`src/rtl/fifo_rd_pack_pkg.sv`:
```
// Shared definitions for the FIFO read-side byte packer: default geometry,
// accumulator state encoding and counter-width helpers.
package fifo_rd_pack_pkg;

  // Default byte-lane width and lanes per packed output word.
  localparam int DEF_DSIZE = 8;
  localparam int DEF_RATIO = 4;

  // Width of the lane counter for the default geometry.
  localparam int DEF_CNT_W = $clog2(DEF_RATIO);

  // Width of the transferred-word counter.
  localparam int WCNT_W = 16;

  // Accumulator state encoding.
  localparam logic [1:0] ST_EMPTY      = 2'd0;
  localparam logic [1:0] ST_FILL       = 2'd1;
  localparam logic [1:0] ST_FLUSH_WAIT = 2'd2;

  // Lane counter width for an arbitrary ratio; never narrower than one bit.
  function automatic int cnt_width(input int ratio);
    return (ratio < 2) ? 1 : $clog2(ratio);
  endfunction

  // The accumulator state is fully implied by the pending flag and the
  // lane count, so it is decoded rather than stored separately.
  function automatic logic [1:0] acc_state(input logic pend, input logic cnt_zero);
    if (pend) begin
      return ST_FLUSH_WAIT;
    end else if (cnt_zero) begin
      return ST_EMPTY;
    end else begin
      return ST_FILL;
    end
  endfunction

endpackage

```
`src/rtl/fifo_rd_pack_out_reg.sv`:
```
// Output holding register for the packer: one word with lane mask, held
// stable until the downstream accepts it, plus a free-running transfer count.
module pack_out_reg
  import fifo_rd_pack_pkg::*;
#(
  parameter int W = 32,
  parameter int K = 4
) (
  input  logic              clk,
  input  logic              rst_n,
  input  logic              load,
  input  logic [W-1:0]      load_data,
  input  logic [K-1:0]      load_keep,
  input  logic              out_ready,
  output logic [W-1:0]      out_data,
  output logic [K-1:0]      out_keep,
  output logic              out_valid,
  output logic              out_free,
  output logic [WCNT_W-1:0] word_cnt
);

  logic [W-1:0]      data_reg;
  logic [K-1:0]      keep_reg;
  logic              valid_reg;
  logic [WCNT_W-1:0] wcnt_reg;
  logic              xfer;

  assign xfer      = valid_reg & out_ready;
  // The slot can take a new word if it is empty or being emptied this edge.
  assign out_free  = !valid_reg | out_ready;

  assign out_data  = data_reg;
  assign out_keep  = keep_reg;
  assign out_valid = valid_reg;
  assign word_cnt  = wcnt_reg;

  // Load wins over transfer so back-to-back words flow without a bubble;
  // otherwise a transfer empties the slot and clears the stale word.
  always_ff @(posedge clk or negedge rst_n) begin
    if (!rst_n) begin
      data_reg  <= '0;
      keep_reg  <= '0;
      valid_reg <= 1'b0;
    end else if (load) begin
      data_reg  <= load_data;
      keep_reg  <= load_keep;
      valid_reg <= 1'b1;
    end else if (xfer) begin
      data_reg  <= '0;
      keep_reg  <= '0;
      valid_reg <= 1'b0;
    end
  end

  // Count every accepted word, full or partial; wraps naturally.
  always_ff @(posedge clk or negedge rst_n) begin
    if (!rst_n) begin
      wcnt_reg <= '0;
    end else if (xfer) begin
      wcnt_reg <= wcnt_reg + 1'b1;
    end
  end

endmodule

```
`src/rtl/fifo_rd_pack.sv`:
```
// Async-FIFO read-side packer: pops DSIZE-bit bytes and assembles them into
// RATIO-lane words, with an optional flush that emits a partially filled word.
module fifo_rd_pack
  import fifo_rd_pack_pkg::*;
#(
  parameter int DSIZE = DEF_DSIZE,
  parameter int RATIO = DEF_RATIO
) (
  input  logic                   rd_clk,
  input  logic                   rd_rst_n,
  input  logic [DSIZE-1:0]       rd_data,
  input  logic                   rd_empty,
  output logic                   rd_en,
  input  logic                   flush,
  output logic [DSIZE*RATIO-1:0] out_data,
  output logic [RATIO-1:0]       out_keep,
  output logic                   out_valid,
  input  logic                   out_ready,
  output logic [WCNT_W-1:0]      word_cnt
);

  localparam int CW = cnt_width(RATIO);
  localparam int WW = DSIZE * RATIO;
  localparam logic [CW-1:0] LAST = CW'(RATIO - 1);

  // Accumulator state. Lanes at or above cnt_reg are always zero, so a
  // partial word needs no extra masking.
  logic [WW-1:0] acc_reg;
  logic [CW-1:0] cnt_reg;
  logic          pend_reg;
  logic          armed_reg;

  logic [1:0]       state;
  logic             last;
  logic             pop;
  logic             full;
  logic             part_req;
  logic             load;
  logic             out_free;
  logic [CW:0]      fill_w;
  logic [WW-1:0]    word_w;
  logic [RATIO-1:0] part_keep;
  logic [RATIO-1:0] load_keep;

  assign state = acc_state(pend_reg, cnt_reg == '0);
  assign last  = (cnt_reg == LAST);

  // Pop whenever a byte is available, no partial emit is waiting, and the
  // byte either fits in the accumulator or completes a word that the output
  // slot can take this edge. armed_reg holds pops off for the first cycle
  // after reset release. Deliberately independent of rd_data and flush.
  assign pop   = armed_reg & !rd_empty & (state != ST_FLUSH_WAIT) & (!last | out_free);
  assign rd_en = pop;

  // Completing pop: the full word goes straight to the output register and
  // swallows any coincident flush.
  assign full = pop & last;

  // Lanes filled once this edge's pop (if any) is counted.
  assign fill_w = {1'b0, cnt_reg} + {{CW{1'b0}}, pop};

  // A partial emit is wanted for a fresh flush with something to emit, or
  // for a flush still waiting on the output slot.
  assign part_req = !full & (pend_reg | (flush & (fill_w != '0)));

  assign load      = full | (part_req & out_free);
  assign load_keep = full ? {RATIO{1'b1}} : part_keep;

  // Per-lane view of the word as it stands after this edge's pop.
  for (genvar gi = 0; gi < RATIO; gi++) begin : g_lane
    logic wr_sel;
    assign wr_sel = pop & (cnt_reg == CW'(gi));
    assign word_w[gi*DSIZE +: DSIZE] = wr_sel ? rd_data : acc_reg[gi*DSIZE +: DSIZE];
    assign part_keep[gi] = ((CW+1)'(gi) < fill_w);
  end

  // Accumulator: clear on any emit, otherwise absorb the popped byte and
  // latch a flush that could not be emitted yet.
  always_ff @(posedge rd_clk or negedge rd_rst_n) begin
    if (!rd_rst_n) begin
      acc_reg  <= '0;
      cnt_reg  <= '0;
      pend_reg <= 1'b0;
    end else if (load) begin
      acc_reg  <= '0;
      cnt_reg  <= '0;
      pend_reg <= 1'b0;
    end else begin
      acc_reg  <= word_w;
      cnt_reg  <= fill_w[CW-1:0];
      pend_reg <= part_req;
    end
  end

  // Arms the pop logic one edge after reset release.
  always_ff @(posedge rd_clk or negedge rd_rst_n) begin
    if (!rd_rst_n) begin
      armed_reg <= 1'b0;
    end else begin
      armed_reg <= 1'b1;
    end
  end

  pack_out_reg #(
    .W(WW),
    .K(RATIO)
  ) u_out (
    .clk      (rd_clk),
    .rst_n    (rd_rst_n),
    .load     (load),
    .load_data(word_w),
    .load_keep(load_keep),
    .out_ready(out_ready),
    .out_data (out_data),
    .out_keep (out_keep),
    .out_valid(out_valid),
    .out_free (out_free),
    .word_cnt (word_cnt)
  );

endmodule
```
`config.mk`:
```
export PLATFORM = sky130hd
export DESIGN_NAME = fifo_rd_pack
export DESIGN_NICKNAME = d
export VERILOG_FILES = /design/src/rtl/fifo_rd_pack_pkg.sv /design/src/rtl/fifo_rd_pack_out_reg.sv /design/src/rtl/fifo_rd_pack.sv
export SDC_FILE = /design/constraint.sdc
export NUM_CORES = 1
export LEC_CHECK = 0
export BUFFER_PORTS_ARGS = -buffer_cell sky130_fd_sc_hd__buf_2
export CAP_MARGIN = 10
export CORE_MARGIN = 2
export CORE_UTILIZATION = 55
export DETAILED_ROUTE_END_ITERATION = 10
export PLACE_DENSITY = 0.78
export SLEW_MARGIN = 20
export SYNTH_ARGS = -nofsm -noshare
export SYNTH_HDL_FRONTEND = slang
export SYNTH_HIERARCHICAL = 1
export SYNTH_SLANG_ARGS = --single-unit
```
`constraint.sdc`:
```
create_clock -name rd_clk -period 3.48 [get_ports rd_clk]
set_input_delay 0.696 -clock rd_clk [delete_from_list [all_inputs] [get_ports rd_clk]]
set_output_delay 0.696 -clock rd_clk [all_outputs]
set_load 0.02 [all_outputs]
```
==> summary.md <==
| Metric | Value |
|---|---|
| Avg Cell Area, Syn | `9.89 um2` |
| Max VDD drop | `0.000399 V` |
| Via density per instance | `5.35` |
| Synth unique cells | `41` |
| Cell Pwr Density | `703 nW/um2` |
| Leakage | `2.37 nW` |
| Layout cell share with drive strength beyond 1 | `24.9%` |
| Die W | `89.7 um` |
| N_diodes | `0` |
| Fin. max-slew vios | `0` |
| Antenna violations before repair | `0` |
| Setup violators final | `0` |
| Initial Util | `56.3%` |
| Hold WS | `0.396 ns` |
| Crit path capture type | `flip-flop` |
| Syn_nets | `425` |
| Final hold viol count | `0` |
| Die Area | `8040 um2` |
| Reg-to-reg endpoint | `u_out/out_data[16]$_DFFE_PN0P_` |
| Die H | `89.7 um` |
| Ys flop type | `dfrtp_1` |
| CTS root buf | `clkbuf_8` |
| Max-slew headroom | `46.9%` |
| Row cnt | `31` |
| # IOs | `67` |
| CP Class | `in -> reg` |
| DRT Wirelength | `8420 um` |
| Clock tree buffer depth | `2` |
| Critical Path Start Type | `primary input` |
| Core area | `7180 um2` |
| Ys Warns | `6` |
| F_max | `0.363 GHz` |
| Seq/Total Area, Yosys | `55.2%` |
| Worst Tran Pin Value | `0.792 ns` |
| Dpl hpwl | `5680 um` |
| Overall Global Routing Usage | `22.7%` |
| Worst path cell trace | `buf_2 -> nand2b_1 -> nor3_1 -> nor4b_4 -> ha_1 -> inv_1 -> ha_1 -> o31a_1 -> o31a_2 -> buf_12 -> nand2_1 -> o21ai_0` |
| Placed inst area | `4410 um2` |
| Number of DRC markers in iteration 0 | `296` |
| Largest net degree at the start of global routing | `90` |
| Syn Inst Count | `408` |
| Number of CTS-inserted buffers | `9` |
| IO Port Bufs | `66` |
| Most frequent CP cell | `ha_1` |
| Period utilization | `79.2%` |
| Clock transition at path regs | `0.09 ns` |
| Post-CTS resize count | `0` |
| RSZ-0062 raised after global routing | `no` |
| First drt pass iteration count | `4` |
| CTS sink count | `89` |
| Status | `finished clean` |
| Top post-synthesis cells by area | `dfrtp_1, nand2_1, o21ai_0` |
| Post-layout min period | `2.76 ns` |
| Worst path slowest cell | `o31a_1` |
| WP data required | `3.71 ns` |
| WP data arrival | `2.98 ns` |
| Vias | `3,062` |
| Drt drc | `0` |
| Final global-route overflow total | `0` |
| Critical Path Start | `out_ready` |
| First-pass GRT wire length | `13,800 um` |
| HP Class | `in -> async` |
| Vias in the first global route | `2,810` |
| Synthesized cell area | `4040 um2` |
| Reg2Reg Depth | `11` |
| Area leader, netlist | `dfrtp_1` |
| Synthesized flop and latch total | `89` |
| Final nets | `485` |
| Postcts setup bufs | `0` |
| CP peak stage delay | `0.33 ns` |
| EDFF count, synth | `0` |
| WL per Instance | `14.7 um` |
| # H-tree levels | `3` |
| Yosys top cell area share | `55.2%` |
| Clock Latency Late Sink | `0.35 ns` |
| Placer Congestion | `0.831` |
| CP Max Fanout | `77` |
| Setup TNS Final | `0 ns` |
| Max Cap Viol | `0` |
| Reg2Reg Setup Slack | `0.74 ns` |
| Asr flop ratio synth | `100%` |
| Clk_skew | `0.00907 ns` |
| Area grow syn2layout | `14.4%` |
| CTS tree | `yes` |
| RR Startpoint | `cnt_reg[0]$_DFF_PN0_` |
| Post-route ant nets | `0` |
| Design Area, Final | `4620 um2` |
| CTS hold repair buffers | `0` |
-- cell type report --
cell class | count | area, um2
multi-input cells | 290 | 1640
clock buffers | 11 | 151
clock inverters | 5 | 53.8
fillers | 580 | 2560
inverters | 5 | 18.8
repair buffers | 73 | 402
flip-flops and latches | 89 | 2230
well taps | 99 | 124
-- cells in the final DEF, fill, tap and decap left out, types with 7 or more instances in the layout --
cell	Yosys	routed
buf_2	5	65
xnor2_1	9	9
clkbuf_8	0	11
nor2_1	7	7
nand2_1	101	100
a21oi_1	23	23
o21ai_1	15	15
o21ai_0	44	44
dfrtp_1	89	89
mux2_2	9	9
and3_1	8	8
nand3_1	28	28
-- cell families (layout without fill, tap and decap cells) --
| family | count (synthesis) | after routing | synth area share, % |
|---|---|---|---|
| AND/OR/NAND/NOR | 173 | 173 | 21.6 |
| XOR/XNOR | 15 | 15 | 3.25 |
| AO/OA/AOI/OAI | 88 | 88 | 11.5 |
| flip-flops | 89 | 89 | 55.2 |
| multiplexers | 9 | 9 | 2.51 |
| other | 1 | 1 | 0.0929 |
| adder cells (fa/ha/maj) | 4 | 4 | 1.24 |
| buffers and inverters | 29 | 94 | 4.62 |
-- layer usage --
layer | share of wire [%] | up-vias | GRT usage [%] | routed length (um)
li1 | - | 1505 | - | -
met1 | 47 | 1456 | 33.7 | 3950
met2 | 47 | 84 | 33.2 | 3940
met3 | 3.8 | 17 | 3.56 | 321
met4 | 2.5 | 0 | 9.77 | 211
met5 | 0 | - | 0 | 0
-- synth_stat cells, drive strengths merged, types with 4 or more instances --
cell / instances
nand2: 101
dfrtp: 89
o21ai: 62
nand3: 30
a21oi: 24
buf: 14
clkbuf: 10
and3: 9
mux2: 9
xnor2: 9
nor2: 7
xor2: 6
inv: 5
ha: 4
nand4: 4
nor3: 4
-- stage by stage --
stage	std cells	util, %	power [mW]	setup slack [ns]
global placement	556	61.4	2.52	0.431
global route	572	64.4	3.49	0.546
floorplan	408	-	2.25	0.144
finish	572	64.4	3.25	0.722
CTS	572	64.3	3.28	0.740
detailed placement	556	61.4	2.56	0.376
-- worst max path at each step --
stage                                      to  slack, ns  cells after the start
2_1_floorplan  u_out/out_data[14]$_DFFE_PN0P_       0.14                     14
3_3_place_gp   u_out/out_data[23]$_DFFE_PN0P_       0.43                     12
3_5_place_dp   u_out/out_data[23]$_DFFE_PN0P_       0.38                     12
4_1_cts        u_out/out_data[16]$_DFFE_PN0P_       0.74                     11
5_1_grt        u_out/out_data[16]$_DFFE_PN0P_       0.55                     11
6_report       u_out/out_data[16]$_DFFE_PN0P_       0.72                     12
-- power by group --
| part | switching [mW] | internal (mW) | total, mW |
|---|---|---|---|
| Combinational | 0.752 | 0.374 | 1.13 |
| Clock | 0.350 | 0.369 | 0.719 |
| Sequential | 0.135 | 1.27 | 1.40 |
-- critical path: cells and delay by family --
kind	cells	cell delay [ns]
AO/OA/AOI/OAI	3	0.74
AND/OR/NAND/NOR	4	0.69
adder cells (fa/ha/maj)	2	0.45
buffers and inverters	3	0.39
No activity file was read; power rests on OpenSTA's default activity.
